[src/rtl/stream_mux_pkg.sv]
// Shared types for the round-robin stream multiplexer: arbitration mode and packet-lock state.
package stream_mux_pkg;
  typedef enum logic {MODE_STATIC = 1'b0, MODE_RR = 1'b1} mode_e;
  typedef enum logic {ST_IDLE = 1'b0, ST_LOCKED = 1'b1} st_e;
endpackage

[src/rtl/rr_arbiter.sv]
// Combinational rotate-priority arbiter: grants the first requester after ptr, wrapping modulo N_CH.
module rr_arbiter
  import stream_mux_pkg::*;
#(
  parameter int N_CH  = 4,
  parameter int SEL_W = $clog2(N_CH)
) (
  input  logic [N_CH-1:0]  req,
  input  logic [SEL_W-1:0] ptr,
  output logic [N_CH-1:0]  gnt,
  output logic [SEL_W-1:0] gnt_idx
);
  logic [SEL_W-1:0] start;
  logic [N_CH-1:0]  req_rot;
  logic [N_CH-1:0]  first_rot;

  genvar gi, gj;

  // Start one past ptr; wrap at N_CH-1 rather than at 2**SEL_W.
  assign start   = (ptr >= SEL_W'(N_CH - 1)) ? '0 : ptr + 1'b1;
  assign req_rot = N_CH'({req, req} >> start);

  assign first_rot[0] = req_rot[0];
  for (gi = 1; gi < N_CH; gi++) begin : g_first
    assign first_rot[gi] = req_rot[gi] & ~(|req_rot[gi-1:0]);
  end

  assign gnt = N_CH'(({first_rot, first_rot} << start) >> N_CH);

  // One-hot to index: bit b of the index is set by every channel whose number has bit b set.
  for (gi = 0; gi < SEL_W; gi++) begin : g_enc
    logic [N_CH-1:0] mask;
    for (gj = 0; gj < N_CH; gj++) begin : g_bit
      assign mask[gj] = 1'((gj >> gi) & 1);
    end
    assign gnt_idx[gi] = |(gnt & mask);
  end
endmodule

[src/rtl/stream_mux_rr.sv]
// N-channel valid/ready stream mux with registered output, static or round-robin selection,
// and packet-locked arbitration (a packet is never interleaved with another channel's beats).
module stream_mux_rr
  import stream_mux_pkg::*;
#(
  parameter int N_CH  = 4,
  parameter int WIDTH = 8,
  parameter int SEL_W = $clog2(N_CH)
) (
  input  logic                  clk,
  input  logic                  rst,
  input  logic                  mode,
  input  logic [SEL_W-1:0]      sel,
  input  logic [N_CH-1:0]       in_valid,
  input  logic [N_CH-1:0]       in_last,
  input  logic [N_CH*WIDTH-1:0] in_data,
  output logic [N_CH-1:0]       in_ready,
  output logic                  out_valid,
  output logic [WIDTH-1:0]      out_data,
  output logic                  out_last,
  output logic [SEL_W-1:0]      out_ch,
  input  logic                  out_ready
);
  st_e              st_reg;
  logic [SEL_W-1:0] lock_ch_reg;
  logic [SEL_W-1:0] ptr_reg;
  logic             out_valid_reg;
  logic [WIDTH-1:0] out_data_reg;
  logic             out_last_reg;
  logic [SEL_W-1:0] out_ch_reg;

  logic [N_CH-1:0]  arb_gnt;
  logic [SEL_W-1:0] arb_idx;
  logic [N_CH-1:0]  sel_oh;
  logic [N_CH-1:0]  lock_oh;
  logic [N_CH-1:0]  grant;
  logic [SEL_W-1:0] grant_idx;
  logic [N_CH-1:0]  accept;
  logic [WIDTH-1:0] data_sel;
  logic             load;
  logic             xfer;
  logic             xfer_last;

  genvar gi, gj;

  rr_arbiter #(
    .N_CH  (N_CH),
    .SEL_W (SEL_W)
  ) u_arb (
    .req     (in_valid),
    .ptr     (ptr_reg),
    .gnt     (arb_gnt),
    .gnt_idx (arb_idx)
  );

  // A sel value of N_CH or above decodes to no bit at all, hence no grant.
  for (gi = 0; gi < N_CH; gi++) begin : g_oh
    assign sel_oh[gi]  = (sel == SEL_W'(gi));
    assign lock_oh[gi] = (lock_ch_reg == SEL_W'(gi));
  end

  always_comb begin
    grant     = '0;
    grant_idx = '0;
    if (st_reg == ST_LOCKED) begin
      grant     = lock_oh;
      grant_idx = lock_ch_reg;
    end else if (mode_e'(mode) == MODE_RR) begin
      grant     = arb_gnt;
      grant_idx = arb_idx;
    end else begin
      grant     = sel_oh;
      grant_idx = sel;
    end
  end

  assign load      = !out_valid_reg || out_ready;
  assign in_ready  = rst ? '0 : (grant & {N_CH{load}});
  assign accept    = in_valid & in_ready;
  assign xfer      = |accept;
  assign xfer_last = |(accept & in_last);

  // AND-OR select, one output bit at a time, using the one-hot grant.
  for (gi = 0; gi < WIDTH; gi++) begin : g_dsel
    logic [N_CH-1:0] col;
    for (gj = 0; gj < N_CH; gj++) begin : g_ch
      assign col[gj] = in_data[gj*WIDTH + gi];
    end
    assign data_sel[gi] = |(col & grant);
  end

  always_ff @(posedge clk) begin
    if (rst) begin
      st_reg        <= ST_IDLE;
      lock_ch_reg   <= '0;
      ptr_reg       <= SEL_W'(N_CH - 1);
      out_valid_reg <= 1'b0;
      out_data_reg  <= '0;
      out_last_reg  <= 1'b0;
      out_ch_reg    <= '0;
    end else begin
      if (load) begin
        out_valid_reg <= xfer;
        if (xfer) begin
          out_data_reg <= data_sel;
          out_last_reg <= xfer_last;
          out_ch_reg   <= grant_idx;
        end
      end
      // Pointer advances on every packet end, even in static mode, so a switch to RR stays fair.
      if (xfer) begin
        if (xfer_last) begin
          st_reg  <= ST_IDLE;
          ptr_reg <= grant_idx;
        end else begin
          st_reg      <= ST_LOCKED;
          lock_ch_reg <= grant_idx;
        end
      end
    end
  end

  assign out_valid = out_valid_reg;
  assign out_data  = out_data_reg;
  assign out_last  = out_last_reg;
  assign out_ch    = out_ch_reg;
endmodule

[config.mk]
export PLATFORM = sky130hd
export DESIGN_NAME = stream_mux_rr
export DESIGN_NICKNAME = d
export VERILOG_FILES = /design/src/rtl/stream_mux_pkg.sv /design/src/rtl/rr_arbiter.sv /design/src/rtl/stream_mux_rr.sv
export SDC_FILE = /design/constraint.sdc
export NUM_CORES = 1
export LEC_CHECK = 0
export BUFFER_PORTS_ARGS = -buffer_cell sky130_fd_sc_hd__buf_2
export CAP_MARGIN = 20
export CORE_ASPECT_RATIO = 1.75
export CORE_MARGIN = 10
export CORE_UTILIZATION = 35
export CTS_CLUSTER_DIAMETER = 80
export CTS_CLUSTER_SIZE = 8
export DETAILED_ROUTE_END_ITERATION = 16
export GPL_TIMING_DRIVEN = 0
export HOLD_SLACK_MARGIN = 0.1
export REMOVE_ABC_BUFFERS = 1
export SETUP_SLACK_MARGIN = 0.1
export SYNTH_ARGS = -nofsm -noshare
export SYNTH_HDL_FRONTEND = slang
export SYNTH_SLANG_ARGS = --single-unit
[constraint.sdc]
create_clock -name clk -period 6.4 [get_ports clk]
set_input_delay 0.64 -clock clk [delete_from_list [all_inputs] [get_ports clk]]
set_output_delay 0.64 -clock clk [all_outputs]
set_load 0.1 [all_outputs]
Word-level counts from Yosys, hierarchy flattened
Index checks and enable logic that the tools add are counted.
W data, S select, Z words.
{"block": "word_totals", "ff_bits": 17, "out_inout_bits": 16}
{"block": "classes", "addsub": 1, "magnitude_cmp": 1, "eq_ne": 6, "shifts": 2, "n_mux": 7, "n_bitwise": 18, "n_reduce_logical": 21}
{"cell": "$and A4 B4 Y4", "n": 11}
{"cell": "$reduce_or A4 Y1", "n": 10}
{"cell": "$mux W4", "n": 3}
{"cell": "$eq A2 B2 Y1 const B", "n": 4}
{"cell": "$shl A8 B2 Y8", "n": 1}
{"cell": "$shr A8 B2 Y4", "n": 1}
{"cell": "$mux W2", "n": 3}
{"cell": "$reduce_and A2 Y1", "n": 3}
{"cell": "$reduce_or A2 Y1", "n": 3}
{"cell": "$eq A2 B1 Y1 const B", "n": 2}
{"cell": "$logic_not A2 Y1", "n": 2}
{"cell": "$not A1 Y1", "n": 4}
{"cell": "$and A1 B1 Y1", "n": 3}
{"cell": "$reduce_or A3 Y1", "n": 1}
{"cell": "$add A2 B1 Y2 const B", "n": 1}
{"cell": "$ge A2 B2 Y1 const B", "n": 1}
{"cell": "$logic_not A1 Y1", "n": 1}
{"cell": "$logic_or A1 B1 Y1", "n": 1}
{"cell": "$mux W1", "n": 1}

Logic depth before layout (Yosys ltp)
{"block": "logic_depth", "word_depth": 16, "ltp_mapped": 9}

By module
A second synthesis with hierarchy kept.
{"block": "unflattened", "cells_unflattened": 154, "area_unflattened_um2": 1282.5}
{"module": "stream_mux_rr", "n_inst": 1, "cells_per_inst": 121, "area_per_inst_um2": 1067.3, "seq_area_each_um2": 340.3}
{"module": "rr_arbiter", "n_inst": 1, "cells_per_inst": 33, "area_per_inst_um2": 215.2, "seq_area_each_um2": 0.0}

Worst setup path before layout
Ideal clock, no wire load.
{"block": "synth_timing", "kind": "input to register", "start": "in in_valid[3]", "end": "reg ptr_reg[1]", "arrival_ns": 4.569, "slack_ns": 1.712, "path_stages": 8, "path_buffers": 1, "cell_sequence": "buf_2 > a211oi_1 > o211ai_1 > a211oi_1 > nand3_1 > and3_1 > and2_1 > a211o_1"}
{"block": "synth_between", "elab_chain_cells": 13}
{"element": "from (decl)", "line_no": "stream_mux_rr.sv:14", "text": "input logic [N_CH-1:0] in_valid,"}
{"element": "$shr A8 B2 Y4 (*)", "line_no": "rr_arbiter.sv:21", "text": "assign req_rot = N_CH'({req, req} >> start);"}
{"element": "$reduce_or A3 Y1 / $reduce_or A2 Y1 (equally long branches)", "line_no": "rr_arbiter.sv:25", "text": "assign first_rot[gi] = req_rot[gi] & ~(|req_rot[gi-1:0]);"}
{"element": "$not A1 Y1", "line_no": "rr_arbiter.sv:25"}
{"element": "$and A1 B1 Y1", "line_no": "rr_arbiter.sv:25"}
{"element": "$shl A8 B2 Y8 (*)", "line_no": "rr_arbiter.sv:28", "text": "assign gnt = N_CH'(({first_rot, first_rot} << start) >> N_CH);"}
{"element": "$mux W4 (*)", "line_no": "stream_mux_rr.sv:68", "text": "end else if (mode_e'(mode) == MODE_RR) begin"}
{"element": "$mux W4 (*)", "line_no": "stream_mux_rr.sv:65", "text": "if (st_reg == ST_LOCKED) begin"}
{"element": "$and A4 B4 Y4 (*)", "line_no": "stream_mux_rr.sv:78", "text": "assign in_ready = rst ? '0 : (grant & {N_CH{load}});"}
{"element": "$mux W4 (*)", "line_no": "stream_mux_rr.sv:78"}
{"element": "via in_ready[0]", "line_no": "stream_mux_rr.sv:17", "text": "output logic [N_CH-1:0] in_ready,"}
{"element": "$and A4 B4 Y4 (*)", "line_no": "stream_mux_rr.sv:79", "text": "assign accept = in_valid & in_ready;"}
{"element": "$and A4 B4 Y4", "line_no": "stream_mux_rr.sv:81", "text": "assign xfer_last = |(accept & in_last);"}
{"element": "$reduce_or A4 Y1", "line_no": "stream_mux_rr.sv:81"}
{"element": "$reduce_and A2 Y1 (no source line) (*)"}
{"element": "to (signal assigned)", "line_no": "stream_mux_rr.sv:96", "text": "ptr_reg <= SEL_W'(N_CH - 1);"}
{"element": "to (signal assigned)", "line_no": "stream_mux_rr.sv:114", "text": "ptr_reg <= grant_idx;"}
{"element": "to (decl)", "line_no": "stream_mux_rr.sv:26", "text": "logic [SEL_W-1:0] ptr_reg;"}
Mark *: on every way through the listed nets, which the timed path passes. The rest lies on a longest branch.
A chain may end at the register's enable or synchronous reset.

Final worst setup path
{"block": "layout_timing", "start": "reg ptr_reg[0]", "end": "out in_ready[3]"}
{"block": "layout_between", "elab_chain_cells": 11}
{"element": "$add A2 B1 Y2 / $ge A2 B2 Y1 (equally long branches)", "line_no": "rr_arbiter.sv:20", "text": "assign start = (ptr >= SEL_W'(N_CH - 1)) ? '0 : ptr + 1'b1;"}
{"element": "$mux W2 (*)", "line_no": "rr_arbiter.sv:20"}
{"element": "$shr A8 B2 Y4", "line_no": "rr_arbiter.sv:21"}
{"element": "$reduce_or A3 Y1 / $reduce_or A2 Y1 (equally long branches)", "line_no": "rr_arbiter.sv:25"}
{"element": "$not A1 Y1", "line_no": "rr_arbiter.sv:25"}
{"element": "$and A1 B1 Y1", "line_no": "rr_arbiter.sv:25"}
{"element": "$shl A8 B2 Y8 (*)", "line_no": "rr_arbiter.sv:28"}
{"element": "$mux W4 (*)", "line_no": "stream_mux_rr.sv:68"}
{"element": "$mux W4 (*)", "line_no": "stream_mux_rr.sv:65"}
{"element": "$and A4 B4 Y4 (*)", "line_no": "stream_mux_rr.sv:78"}
{"element": "$mux W4 (*)", "line_no": "stream_mux_rr.sv:78"}
{"element": "to (decl)", "line_no": "stream_mux_rr.sv:17"}
Every way passes the cells marked *; elsewhere a longest branch is shown, timed or not.

==> impl_metrics.prom <==
# TYPE chip_impl_metric gauge
chip_impl_metric{name="required",unit="ns"} 5.76
chip_impl_metric{name="die_width",unit="um"} 64.7
chip_impl_metric{name="post_drt_via_cell_ratio",unit=""} 5.75
chip_impl_metric{name="timing.critical_path.arrival",unit="ns"} 2.36
chip_impl_metric{name="post_synth.cell_area_avg",unit="um^2"} 8.14
chip_impl_metric{name="postRouteWirelength",unit="mm"} 4.21
chip_impl_metric{name="setup_tns",unit="ns"} 0
chip_impl_metric{name="power_frac_clock",unit="%"} 15.7
chip_impl_metric{name="comb_power_share",unit="%"} 56.8
chip_impl_metric{name="drt-initial-drc-count",unit=""} 63
chip_impl_metric{name="total_power",unit="mW"} 0.505
chip_impl_metric{name="fin_skew",unit="ns"} 0.00125
chip_impl_metric{name="clk_latency",unit="ns"} 0.25
chip_impl_metric{name="layout_min_cycle_time",unit="ns"} 3.00
chip_impl_metric{name="setup_viol",unit=""} 0
chip_impl_metric{name="final-max-slew-violation-count",unit=""} 0
chip_impl_info{name="end_of_the_worst_register_to_register_path",value="out_data[3]$_SDFFE_PP0P_"} 1
chip_impl_metric{name="cts.sinks",unit=""} 17
chip_impl_metric{name="internal-power",unit="mW"} 0.242
chip_impl_metric{name="cap_viol_max_count",unit=""} 0
chip_impl_metric{name="post-synth-top-area-fraction",unit="%"} 27.9
chip_impl_metric{name="grt_start_max_net_pins",unit=""} 21
chip_impl_metric{name="via_count_of_the_first_global_routing_pass",unit=""} 1555
chip_impl_info{name="endpoint_kind",value="output port"} 1
chip_impl_metric{name="diodes",unit=""} 0
chip_impl_metric{name="tritoncts.num_buffers",unit=""} 3
chip_impl_metric{name="timing.final.crit_share",unit="%"} 46.9
chip_impl_info{name="hold_path_class",value="register to register"} 1
chip_impl_info{name="cp_cell_sequence",value="ha_1 > nor2b_1 > o21ai_1 > a41o_1 > and2_1 > buf_2"} 1
chip_impl_metric{name="synth.yosys.warnings",unit=""} 0
chip_impl_info{name="status",value="finished clean"} 1
chip_impl_metric{name="ff2ff_path_depth",unit=""} 8
chip_impl_metric{name="final_weighted_congestion_in_routability_driven_placement",unit=""} 0.821
chip_impl_info{name="buffer_type_at_the_clock_tree_root",value="sky130_fd_sc_hd__clkbuf_8"} 1
chip_impl_metric{name="placeableCoreArea",unit="mm^2"} 0.00336
chip_impl_info{name="post-synth-top-area-cell",value="sky130_fd_sc_hd__dfxtp_1"} 1
chip_impl_metric{name="power_leakage",unit="nW"} 0.682
chip_impl_metric{name="die-area",unit="mm^2"} 0.00634
chip_impl_metric{name="register_clock_pin_slew_on_the_reported_worst_setup_and_hold_paths",unit="ns"} 0.06
chip_impl_metric{name="cts.repair.resized",unit=""} 0
chip_impl_metric{name="detailed_place.area",unit="mm^2"} 0.00153
chip_impl_metric{name="drt_pass1_iterations",unit=""} 5
chip_impl_metric{name="netlist-cell-type-count",unit=""} 46
chip_impl_metric{name="holdBufCountCts",unit=""} 0
chip_impl_info{name="crit_path_top_delay_cell",value="sky130_fd_sc_hd__ha_1"} 1
chip_impl_metric{name="port_buffers",unit=""} 61
chip_impl_info{name="criticalPathCategory",value="register to output port"} 1
chip_impl_metric{name="cts_htree_levels",unit=""} 1
chip_impl_info{name="cp_top_family",value="compound AO/OA/AOI/OAI gates"} 1
chip_impl_metric{name="r2r_setup_slack",unit="ns"} 3.48
chip_impl_metric{name="place.detailed.instances",unit=""} 246
chip_impl_metric{name="vdd_ir_drop_max",unit="uV"} 193
chip_impl_info{name="tritoncts",value="built"} 1
chip_impl_metric{name="rows",unit=""} 28
chip_impl_metric{name="seqPwrFrac",unit="%"} 27.5
chip_impl_metric{name="post-dp-hpwl",unit="mm"} 3.54
chip_impl_info{name="grt_setup_unrepaired",value="no"} 1
chip_impl_metric{name="initial_cell_density_of_the_core",unit="%"} 36.3
chip_impl_metric{name="detail_route.wl_per_cell",unit="um"} 16.9
chip_impl_info{name="crit-reg2reg-launch",value="ptr_reg[0]$_SDFFE_PP1P_"} 1
chip_impl_info{name="hold_path_startpoint",value="out_ch[0]$_SDFFE_PP0P_"} 1
chip_impl_metric{name="io_pins",unit=""} 62
chip_impl_metric{name="cts.repair_timing.setup_buffer_count",unit=""} 0
chip_impl_metric{name="largest_register_ffs",unit=""} 8
chip_impl_metric{name="finalHoldViolCount",unit=""} 0
chip_impl_metric{name="max_clk_rate",unit="MHz"} 333
chip_impl_metric{name="synth-seq-cells",unit=""} 17
chip_impl_metric{name="postSynth.asyncResetShare",unit="%"} 0
chip_impl_metric{name="slowest_delay",unit="ns"} 0.44
chip_impl_metric{name="synth-seq-area-share",unit="%"} 27.9
chip_impl_info{name="yosys-top-cells-area",value="sky130_fd_sc_hd__dfxtp_1 (28%), sky130_fd_sc_hd__a311oi_2 (9.8%), sky130_fd_sc_hd__a222oi_1 (6.6%), sky130_fd_sc_hd__nand2_1 (5.2%), sky130_fd_sc_hd__nor2_1 (4.0%)"} 1
chip_impl_metric{name="worst_slew_pin_tran",unit="ns"} 0.751
chip_impl_metric{name="swShare",unit="%"} 52.1
chip_impl_metric{name="clock_tree.buffer_depth",unit=""} 2
chip_impl_metric{name="nets",unit=""} 253
chip_impl_metric{name="route.vias.total",unit=""} 1437
chip_impl_info{name="synth_ff_type",value="sky130_fd_sc_hd__dfxtp_1"} 1
chip_impl_metric{name="ant_nets",unit=""} 0
chip_impl_metric{name="chipHeight",unit="um"} 98.1
chip_impl_metric{name="number_of_enable_type_register_cells_in_the_synthesized_netlist",unit=""} 0
chip_impl_metric{name="post-route-drc-count",unit=""} 0
chip_impl_metric{name="pwr_density_cell",unit="mW/mm^2"} 320
chip_impl_metric{name="final_cells",unit=""} 250
chip_impl_metric{name="global_route.usage.total",unit="%"} 13.3
chip_impl_metric{name="worst-path-max-fanout",unit=""} 9
chip_impl_metric{name="synthesis.area",unit="mm^2"} 0.00122
chip_impl_info{name="startpoint_type",value="register"} 1
chip_impl_metric{name="worst_hold_path_stage_count",unit=""} 2
chip_impl_metric{name="synthCells",unit=""} 150
chip_impl_metric{name="final_layout_size_suffix_gt1_share",unit="%"} 38.0
chip_impl_info{name="min_delay_worst_endpoint",value="out_ch[0]$_SDFFE_PP0P_"} 1
chip_impl_metric{name="p_switching",unit="mW"} 0.263
chip_impl_metric{name="grt-ovfl-total",unit=""} 0
chip_impl_metric{name="syn2layout_area_growth",unit="%"} 29.2
chip_impl_metric{name="grt_first_pass_wirelength",unit="mm"} 7.11
chip_impl_metric{name="max_slew_margin",unit="%"} 49.9
chip_impl_metric{name="initial_antenna_violation_count",unit=""} 0
chip_impl_info{name="synth_top_cells_by_count",value="sky130_fd_sc_hd__dfxtp_1 (17), sky130_fd_sc_hd__nand2_1 (17), sky130_fd_sc_hd__nor2_1 (13)"} 1
chip_impl_metric{name="final_design_area_no_fill",unit="mm^2"} 0.00158
chip_impl_metric{name="worstPathBufferInverterCount",unit=""} 1
==> power groups by stage <==
| stage | sequential (mW) | clock, mW | combinational, mW |
|---|---|---|---|
| finish | 0.139 | 0.0793 | 0.287 |
| global route | 0.143 | 0.0876 | 0.305 |
| CTS | 0.139 | 0.0826 | 0.289 |
| detailed placement | 0.142 | 0 | 0.288 |
| global placement | 0.141 | 0 | 0.284 |
| floorplan | 0.237 | 0 | 0.128 |
==> metrics by stage <==
| step | setup slack, ns | hold slack [ns] | util [%] |
|---|---|---|---|
| floorplan | 1.67 | 0.440 | - |
| global placement | 3.41 | 0.438 | 45.6 |
| detailed placement | 3.35 | 0.441 | 45.6 |
| CTS | 3.39 | 0.450 | 46.9 |
| global route | 3.21 | 0.461 | 46.9 |
| finish | 3.40 | 0.449 | 46.9 |
==> cell usage in the layout, fill, tap and decap left out, types with 2 or more instances in the layout <==
cell type,count
sky130_fd_sc_hd__buf_2,61
sky130_fd_sc_hd__nand2_1,17
sky130_fd_sc_hd__dfxtp_1,17
sky130_fd_sc_hd__nor2_1,13
sky130_fd_sc_hd__a222oi_1,8
sky130_fd_sc_hd__a311oi_2,8
sky130_fd_sc_hd__a21oi_1,7
sky130_fd_sc_hd__o21ai_0,6
sky130_fd_sc_hd__and2_1,5
sky130_fd_sc_hd__a211oi_1,4
sky130_fd_sc_hd__inv_1,4
sky130_fd_sc_hd__nor2b_1,3
sky130_fd_sc_hd__nand2b_1,3
sky130_fd_sc_hd__a31oi_1,3
sky130_fd_sc_hd__nand3_1,3
sky130_fd_sc_hd__nand4_1,3
sky130_fd_sc_hd__nor3_1,3
sky130_fd_sc_hd__clkbuf_8,3
sky130_fd_sc_hd__a221oi_1,2
sky130_fd_sc_hd__o211ai_1,2
sky130_fd_sc_hd__and3_1,2
sky130_fd_sc_hd__a211o_1,2
sky130_fd_sc_hd__nor4_1,2
sky130_fd_sc_hd__o2111ai_1,2
==> cell type report <==
class / count / area, um^2
Tap cell: 45 / 56.3
Timing Repair Buffer: 61 / 305
Clock buffer: 4 / 45.0
Multi-Input combinational cell: 118 / 812
Sequential cell: 17 / 340
Fill cell: 368 / 1790
Inverter: 5 / 18.8
==> how the worst max path moves through the flow <==
stage	from	to	slack [ns]	depth (start not counted)
floorplan	in_valid[0]	out_data[0]$_SDFFE_PP0P_	1.67	7
global placement	in_valid[0]	out_data[7]$_SDFFE_PP0P_	3.41	8
detailed placement	in_valid[0]	out_data[3]$_SDFFE_PP0P_	3.35	8
CTS	ptr_reg[0]$_SDFFE_PP1P_	in_ready[3]	3.39	6
global route	ptr_reg[0]$_SDFFE_PP1P_	in_ready[3]	3.21	6
finish	ptr_reg[0]$_SDFFE_PP1P_	in_ready[3]	3.40	6
==> logic make-up after synthesis <==
logic type	share of synthesized area, %
compound gates	38.8
simple gates	26.6
buf+inv	5.63
fa+ha+maj	1.02
flops	27.9
==> worst register-to-register path: cells and delay by family, from the launching register on <==
kind | cells | cell delay, ns
compound gates | 5 | 1.73
flops | 1 | 0.34
simple gates | 2 | 0.35
fa+ha+maj | 1 | 0.41
==> metal layers <==
| metal | up-vias | GRT usage (%) | share of wire [%] |
|---|---|---|---|
| li1 | 701 | - | - |
| met1 | 680 | 13.7 | 38 |
| met2 | 50 | 24.1 | 54 |
| met3 | 6 | 4.23 | 6.9 |
| met4 | 0 | 4.64 | 1.6 |
| met5 | - | 0 | 0 |
No activity file was read; power rests on OpenSTA's default activity.
